===== src/rtl/display_pkg.sv =====
// Shared seven-segment codes (active-low {g,f,e,d,c,b,a}) and the scan digit index.
package display_pkg;
   localparam logic [6:0] SEG_0     = 7'b1000000;
   localparam logic [6:0] SEG_1     = 7'b1111001;
   localparam logic [6:0] SEG_2     = 7'b0100100;
   localparam logic [6:0] SEG_3     = 7'b0110000;
   localparam logic [6:0] SEG_4     = 7'b0011001;
   localparam logic [6:0] SEG_5     = 7'b0010010;
   localparam logic [6:0] SEG_6     = 7'b0000010;
   localparam logic [6:0] SEG_7     = 7'b1111000;
   localparam logic [6:0] SEG_8     = 7'b0000000;
   localparam logic [6:0] SEG_9     = 7'b0010000;
   localparam logic [6:0] SEG_MINUS = 7'b0111111;
   localparam logic [6:0] SEG_BLANK = 7'b1111111;

   typedef enum logic [1:0] {DIG0, DIG1, DIG2, DIG3} dig_e;
endpackage


===== src/rtl/bcd_seg_decode.sv =====
// Combinational decimal digit to active-low seven-segment pattern; out-of-range shows blank.
module bcd_seg_decode
   import display_pkg::*;
(
   input  logic [3:0] digit,
   output logic [6:0] seg
);
   always_comb begin
      case (digit)
         4'd0:    seg = SEG_0;
         4'd1:    seg = SEG_1;
         4'd2:    seg = SEG_2;
         4'd3:    seg = SEG_3;
         4'd4:    seg = SEG_4;
         4'd5:    seg = SEG_5;
         4'd6:    seg = SEG_6;
         4'd7:    seg = SEG_7;
         4'd8:    seg = SEG_8;
         4'd9:    seg = SEG_9;
         default: seg = SEG_BLANK;
      endcase
   end
endmodule


===== src/rtl/result_display.sv =====
// Captures a sign-magnitude result and scans it onto a 4-digit common-anode display
// with a blanked lead-in at each digit slot; also drives zero LED and sticky format error.
module result_display
   import display_pkg::*;
#(
   parameter int unsigned REFRESH_DIV  = 50000,
   parameter int unsigned BLANK_CYCLES = 500
) (
   input  logic       clk,
   input  logic       rst_n,
   input  logic       load,
   input  logic [4:0] result_in,
   input  logic       zeroflag_in,
   output logic [6:0] seg,
   output logic [3:0] an,
   output logic       zero_led,
   output logic       fmt_err
);
   localparam int CW = (REFRESH_DIV > 1) ? $clog2(REFRESH_DIV) : 1;

   logic [4:0]    stored_q, stored_d;
   logic          zero_q, zero_d;
   logic          fmt_err_q, fmt_err_d;
   logic [CW-1:0] cnt_q, cnt_d;
   dig_e          d_q, d_d;
   logic [3:0]    an_q, an_d;
   logic [6:0]    seg_q, seg_d;

   logic [3:0] mag, ones, dig_val;
   logic       tens;
   logic [6:0] dec_seg, pat;

   always_comb begin
      mag     = stored_q[3:0];
      tens    = (mag >= 4'd10);
      ones    = tens ? (mag - 4'd10) : mag;
      dig_val = (d_q == DIG1) ? 4'd1 : ones;
   end

   bcd_seg_decode u_dec (.digit(dig_val), .seg(dec_seg));

   always_comb begin
      stored_d  = stored_q;
      zero_d    = zero_q;
      fmt_err_d = fmt_err_q;
      if (load) begin
         stored_d  = result_in;
         zero_d    = zeroflag_in;
         fmt_err_d = fmt_err_q | (zeroflag_in != (result_in[3:0] == 4'd0));
      end

      cnt_d = cnt_q + 1'b1;
      d_d   = d_q;
      if (cnt_q == CW'(REFRESH_DIV - 1)) begin
         cnt_d = '0;
         d_d   = dig_e'(d_q + 2'd1);
      end

      // Negative zero is shown without a minus sign.
      case (d_q)
         DIG0:    pat = dec_seg;
         DIG1:    pat = tens ? dec_seg : SEG_BLANK;
         DIG2:    pat = (stored_q[4] && (mag != 4'd0)) ? SEG_MINUS : SEG_BLANK;
         default: pat = SEG_BLANK;
      endcase

      if (cnt_q < CW'(BLANK_CYCLES)) begin
         an_d  = 4'b1111;
         seg_d = SEG_BLANK;
      end else begin
         an_d  = ~(4'b0001 << d_q);
         seg_d = pat;
      end
   end

   always_ff @(posedge clk or negedge rst_n) begin
      if (!rst_n) begin
         stored_q  <= '0;
         zero_q    <= 1'b0;
         fmt_err_q <= 1'b0;
         cnt_q     <= '0;
         d_q       <= DIG0;
         an_q      <= 4'b1111;
         seg_q     <= SEG_BLANK;
      end else begin
         stored_q  <= stored_d;
         zero_q    <= zero_d;
         fmt_err_q <= fmt_err_d;
         cnt_q     <= cnt_d;
         d_q       <= d_d;
         an_q      <= an_d;
         seg_q     <= seg_d;
      end
   end

   assign seg      = seg_q;
   assign an       = an_q;
   assign zero_led = zero_q;
   assign fmt_err  = fmt_err_q;
endmodule


===== config.mk =====
export PLATFORM = sky130hd
export DESIGN_NAME = result_display
export DESIGN_NICKNAME = d
export VERILOG_FILES = /design/src/rtl/display_pkg.sv /design/src/rtl/bcd_seg_decode.sv /design/src/rtl/result_display.sv
export SDC_FILE = /design/constraint.sdc
export NUM_CORES = 1
export LEC_CHECK = 0
export BUFFER_PORTS_ARGS = -buffer_cell sky130_fd_sc_hd__buf_2
export CAP_MARGIN = 40
export CORE_MARGIN = 4
export CORE_UTILIZATION = 60
export CTS_CLUSTER_SIZE = 10
export DETAILED_ROUTE_END_ITERATION = 8
export PLACE_DENSITY = 0.91
export SLEW_MARGIN = 20
export SYNTH_ARGS = -nofsm -noshare
export SYNTH_HDL_FRONTEND = slang
export SYNTH_SLANG_ARGS = --single-unit
export TNS_END_PERCENT = 5

===== constraint.sdc =====
create_clock -name clk -period 2.62 [get_ports clk]
set_input_delay 0.393 -clock clk [delete_from_list [all_inputs] [get_ports clk]]
set_output_delay 0.393 -clock clk [all_outputs]
set_load 0.02 [all_outputs]

# --- After elaboration in Yosys (flattened, before gate mapping) ---
# Memories as Yosys holds them, arrays and structs flattened.
# Index checks and enable logic that the tools add are counted.
word_totals:
  reg_bits: 36
  mem_bits_ro: 112
  input_bits: 9
  n_memories: 1
memory_table:
  columns: ["name", "depth", "word_bits", "rd", "rd_ports_with_merged_regs", "write_ports", "line", "source"]
  rows:
  - ["(name not given)", 16, 7, 1, 0, 0, "bcd_seg_decode.sv:9", "case (digit)"]
op_classes:
  n_addsub: 3
  order_cmp: 2
  n_eq_ne: 4
  shifts: 1
  n_mux: 8
  n_bitwise: 2
  reduce_logical: 4
ops:
  columns: ["op", "n"]
  rows:
  - ["2-to-1 mux 7 bit", 3]
  - ["case mux 7 bit (3 select lines)", 1]
  - ["adder 16 x 1 -> 16 bit, second input constant", 1]
  - ["equality test 16 bit, second input constant", 1]
  - ["< comparator 16 x 9 -> 1 bit, second input constant", 1]
  - ["2-to-1 mux 16 bit", 1]
  - ["2-to-1 mux 4 bit", 3]
  - [">= comparator 4 bit, second input constant", 1]
  - ["logical NOT 4 bit", 1]
  - ["NOT 4 bit", 1]
  - ["nonzero test 4 bit", 1]
  - ["<< shifter 1 x 2 -> 4 bit, first input constant", 1]
  - ["subtractor 4 bit, second input constant", 1]
  - ["adder 2 x 1 -> 2 bit, second input constant", 1]
  - ["equality test 2 x 1 -> 1 bit, second input constant", 1]
  - ["equality test 2 bit, second input constant", 1]
  - ["logical NOT 2 bit", 1]
  - ["logical AND 1 bit", 1]
  - ["!= test 1 bit", 1]
  - ["OR 1 bit", 1]

# --- Logic depth before layout (Yosys ltp) ---
# An unclocked memory read counts as a cell.
depth:
  depth_word: 7
  mapped_depth: 8

# --- By module ---
# Synthesis repeated with hierarchy kept, for this count alone.
hier_totals:
  hier_cells: 180
  area_unflattened_um2: 1863.0
modules_own_cells:
  columns: ["module", "n_inst", "cells_each", "area_each_um2"]
  rows:
  - ["result_display", 1, 149, 1662.8]
  - ["bcd_seg_decode", 1, 31, 200.2]

# --- Worst setup path after synthesis ---
# Ideal clock, no wire load.
synth_timing:
  path_kind: "flip-flop to flip-flop"
  start: "register stored_q[1]"
  end: "register seg_q[6] (netlist: seg[6])"
  t_arrival_ps: 1596
  slack_ps: 939
  stages_incl_launch_ff: 8
  cell_sequence: "dfrtp_1 -> buf_2 -> inv_1 -> ha_1 -> a21oi_1 -> nand3_1 -> o22a_1 -> o221ai_1"
synth_via:
  elab_chain_len: 7
  word_cells_on_any_way: 11
  cone_classes: "add/sub: 1; order compare: 1; mux: 6; reduce/logical: 2; memory: 1"
synth_lines:
  columns: ["element", "line", "source"]
  rows:
  - ["from (decl)", "result_display.sv:21", "logic [4:0] stored_q, stored_d;"]
  - ["from (signal assigned)", "result_display.sv:86", "stored_q <= stored_d;"]
  - ["subtractor 4 bit / >= comparator 4 bit (equally long branches)", "result_display.sv:36, result_display.sv:35", null]
  - ["2-to-1 mux 4 bit", "result_display.sv:36", "ones = tens ? (mag - 4'd10) : mag;"]
  - ["2-to-1 mux 4 bit", "result_display.sv:37", "dig_val = (d_q == DIG1) ? 4'd1 : ones;"]
  - ["memory (16 x 7 bit)", null, null]
  - ["2-to-1 mux 7 bit", "result_display.sv:62", "DIG1: pat = tens ? dec_seg : SEG_BLANK;"]
  - ["case mux 7 bit (3 select lines) (*)", "result_display.sv:60", "case (d_q)"]
  - ["2-to-1 mux 7 bit (*)", "result_display.sv:67", "if (cnt_q < CW'(BLANK_CYCLES)) begin"]
  - ["net seg_d[6]", "result_display.sv:27", "logic [6:0] seg_q, seg_d;"]
  - ["to (signal assigned)", "result_display.sv:92", "seg_q <= seg_d;"]
  - ["to (decl)", "result_display.sv:27", null]
# The timed path passes the listed nets; every way through them passes the cells marked *.
# A chain may end at the register's enable or synchronous reset.

# --- Worst setup path after layout ---
layout_timing:
  start: "register d_q[1]"
  end: "register seg_q[6] (netlist: seg[6])"
layout_via:
  elab_chain_len: 6
  word_cells_on_any_way: 8
  cone_classes: "eq/ne: 2; mux: 4; reduce/logical: 1; memory: 1"
layout_lines:
  columns: ["element", "line", "source"]
  rows:
  - ["from (decl)", "result_display.sv:25", "dig_e d_q, d_d;"]
  - ["from (signal assigned)", "result_display.sv:82", "d_q <= DIG0;"]
  - ["from (signal assigned)", "result_display.sv:90", "d_q <= d_d;"]
  - ["equality test 2 x 1 -> 1 bit", "result_display.sv:37, result_display.sv:60", null]
  - ["2-to-1 mux 4 bit", "result_display.sv:37", null]
  - ["memory (16 x 7 bit)", null, null]
  - ["2-to-1 mux 7 bit", "result_display.sv:62", null]
  - ["case mux 7 bit (3 select lines) (*)", "result_display.sv:60", null]
  - ["2-to-1 mux 7 bit (*)", "result_display.sv:67", null]
  - ["net seg_d[6]", "result_display.sv:27", null]
# Marks and branches as above.

==> impl_results.md <==
- WHS Path Cells: 3
- Post-CTS Setup Inserts: 0
- Max-cap violation count: 0
- Most frequent cells in the layout: dfrtp_1 (25), buf_2 (21), nand2_1 (16)
- Comb pwr share: 0.123
- I/O Buffers: 21
- Pwr/cell area: 480 mW/mm²
- Vias/cell: 5.60
- CP Buf/Inv Count: 1
- Mapped cell area: 0.00188 mm²
- Die Area: 0.00409 mm²
- Worst EP arrival: 2.33 ns
- Design Power: 1.01 mW
- Nets: 215
- Commonest non-fill, non-tap cell in the layout: dfrtp_1
- Final hold viol count: 0
- Achievable frequency: 482 MHz
- First-pass GRT wire length: 6150 µm
- Clk Latency, worst-skew pair: 0.34 ns
- Hpwl dp: 2520 µm
- Peak supply drop: 0.340 mV
- RSZ-0062 raised after global routing: no
- Critical path class: flop to flop
- Yosys top cell by area: dfrtp_1
- Post-synth ARST share: 1.00
- Util after Layout: 0.692
- Pin count of the biggest net entering global routing: 37
- Sw Share: 0.255
- Setup TNS Final: 0 ns
- Clock tree sinks: 36
- ANT nets after route: 0
- Slew @ Worst Pin: 0.394 ns
- Worst path slowest cell: dfrtp_1
- Clk pwr share: 0.300
- DP Area: 0.00201 mm²
- Total gr overflow: 0
- CORE AREA: 0.00303 mm²
- Register area share after synthesis: 0.487
- WL per Instance: 14.1 µm
- Final min period: 2.07 ns
- Placer Congestion: 0.850
- Total track usage: 0.192
- Final Skew: 0.00530 ns
- Post-CTS sizing: 0
- Root Driver: clkbuf_4
- Max-slew violations: 0
- Area grow syn2layout: 11.5%
- Die Wd: 64.0 µm
- R2R cell count: 7
- Antenna cells: 0
- Cell variety after synth: 49
- Initial DRC count: 71
- Final setup fails: 0
- Row cnt: 20
- Die extent in y: 64.0 µm
- Post-Syn Area per Cell: 10.7 µm²
- Tightest Hold Check Type: input port to flop
- Internal power: 0.749 mW
- Synth Flop Type: dfrtp_1
- DR pass1 iterations: 6
- Number of synthesized flops with an enable pin: 0
- Clock transition at path regs: 0.09 ns
- CTS tree: yes
- Period Utilization, post-route: 0.792
- Cells along the critical path: inv_1, ha_1, nor2b_1, a31oi_4, nand2_1, o22a_1, o221ai_1
- I/O pin total: 22
- Seq pwr share: 0.577
- Worst hold slack: 0.281 ns
- Critical Path RT: 2.88 ns
- Max transition margin: 0.735
- Kind of cell adding the most delay to the critical path: compound AO/OA/AOI/OAI gates
- Initial antenna violation count: 0
- Critical path fanouts, max: 13
- Vias in the first global route: 1377
- Maximum buffer depth of the clock tree: 2
- Final wirelength: 3440 µm
- Synth Register Bits: 36
- Top cells by area, synth: dfrtp_1 (33%), dfstp_2 (15%), ha_1 (4.7%)
- CP Capture Type: flop
- CP max stage delay: 0.43 ns
- Synth Net Count: 191
- Initial core utilization: 0.621
- NetSw: 0.257 mW
- Lkg Pwr: 0.961 nW
- Outcome: complete, no violations
- CTS H-tree depth: 2
- Vias: 1366
- Fin area: 0.00209 mm²
- Post-Syn Instances: 175
- Filler cells: 228
- Setup crit start kind: flop
- DRC violations left: 0
- Instance count on the critical path: 7
- TritonCTS buffer count: 5
- Syn. warnings: 0
- Share of the synthesized area in the top cell type: 0.333
- Layout cell share with drive strength beyond 1: 0.290
-- cell families (layout without fill, tap and decap cells) --
family,count (synthesis),after routing,share of synthesized area
xor+xnor,15,15,0.0699
simple gates,64,64,0.204
compound gates,37,37,0.139
fa+ha+maj,7,7,0.0466
buf+inv,12,37,0.0300
mux,4,4,0.0240
flops,36,36,0.487
-- routing by layer --
| layer | vias to the layer above | track usage | share of wire |
|---|---|---|---|
| li1 | 666 | - | - |
| met1 | 647 | 0.231 | 0.42 |
| met2 | 45 | 0.319 | 0.50 |
| met3 | 8 | 0.0475 | 0.056 |
| met4 | 0 | 0.0970 | 0.019 |
| met5 | - | 0 | 0 |
-- sequential cells by signal, summed over array words and instances, names as in the netlist --
name and flops:
an 4, seg 7, cnt_q 16, zero_led 1, d_q 2, fmt_err 1
stored_q 5
-- stage by stage --
step | setup slack, ns | instances
5_1_grt | 0.394 | 244
4_1_cts | 0.548 | 242
3_3_place_gp | 0.798 | 234
6_report | 0.546 | 244
3_5_place_dp | 0.619 | 234
2_1_floorplan | 0.939 | 175
-- path summary, 6_finish.rpt --
kind / from / end / slack, ns
max: d_q[1] / seg[6] / 0.55
min reg2reg: fmt_err / fmt_err / 0.47
min in group asynchronous: rst_n / cnt_q[15] / 0.37
min: result_in[2] / stored_q[2] / 0.28
max reg2reg: d_q[1] / seg[6] / 0.55
max in group asynchronous: rst_n / seg[4] / 1.82
-- synthesized netlist by cell type (2+ instances only) --
| master | instances |
|---|---|
| nand3_1 | 4 |
| mux2_2 | 4 |
| clkbuf_1 | 2 |
| a21o_1 | 2 |
| and3_1 | 4 |
| ha_1 | 7 |
| nor2b_1 | 3 |
| dfstp_2 | 11 |
| buf_2 | 3 |
| o21ai_0 | 10 |
| nand3b_1 | 2 |
| nand2_1 | 16 |
| xnor2_1 | 6 |
| and3_4 | 2 |
| nor3_1 | 3 |
| a21oi_1 | 7 |
| xor2_1 | 9 |
| o31ai_1 | 2 |
| dfrtp_1 | 25 |
| o21ai_1 | 6 |
| nor2_1 | 14 |
| inv_1 | 6 |
-- worst register-to-register path, stage by stage, from the launching register on --
cell and delay [ns]:
dfrtp_1 0.43, inv_1 0.13, ha_1 0.42, nor2b_1 0.17, a31oi_4 0.30, nand2_1 0.14
o22a_1 0.24, o221ai_1 0.18
-- power by group through the flow --
stage	Clock, mW	Sequential, mW	Combinational, mW
after floorplan	0	0.581	0.0931
after global placement	0	0.589	0.111
after detailed placement	0	0.590	0.117
after CTS	0.307	0.580	0.118
after global routing	0.334	0.583	0.139
final	0.301	0.580	0.124
-- layout make-up --
cell class,instances,area (µm²),area share
clock buffers,8,58.8,0.0281
inverters,6,22.5,0.0108
multi-input cells,127,908,0.434
flip-flops and latches,36,915,0.437
well taps,44,55.1,0.0263
repair buffers,23,135,0.0645
-- repair_timing --
action                     4_1_cts  5_1_grt
setup endpoints to repair        0        0
hold endpoints to repair         0        2
hold buffers                     0        1
No activity file was read; power rests on OpenSTA's default activity.
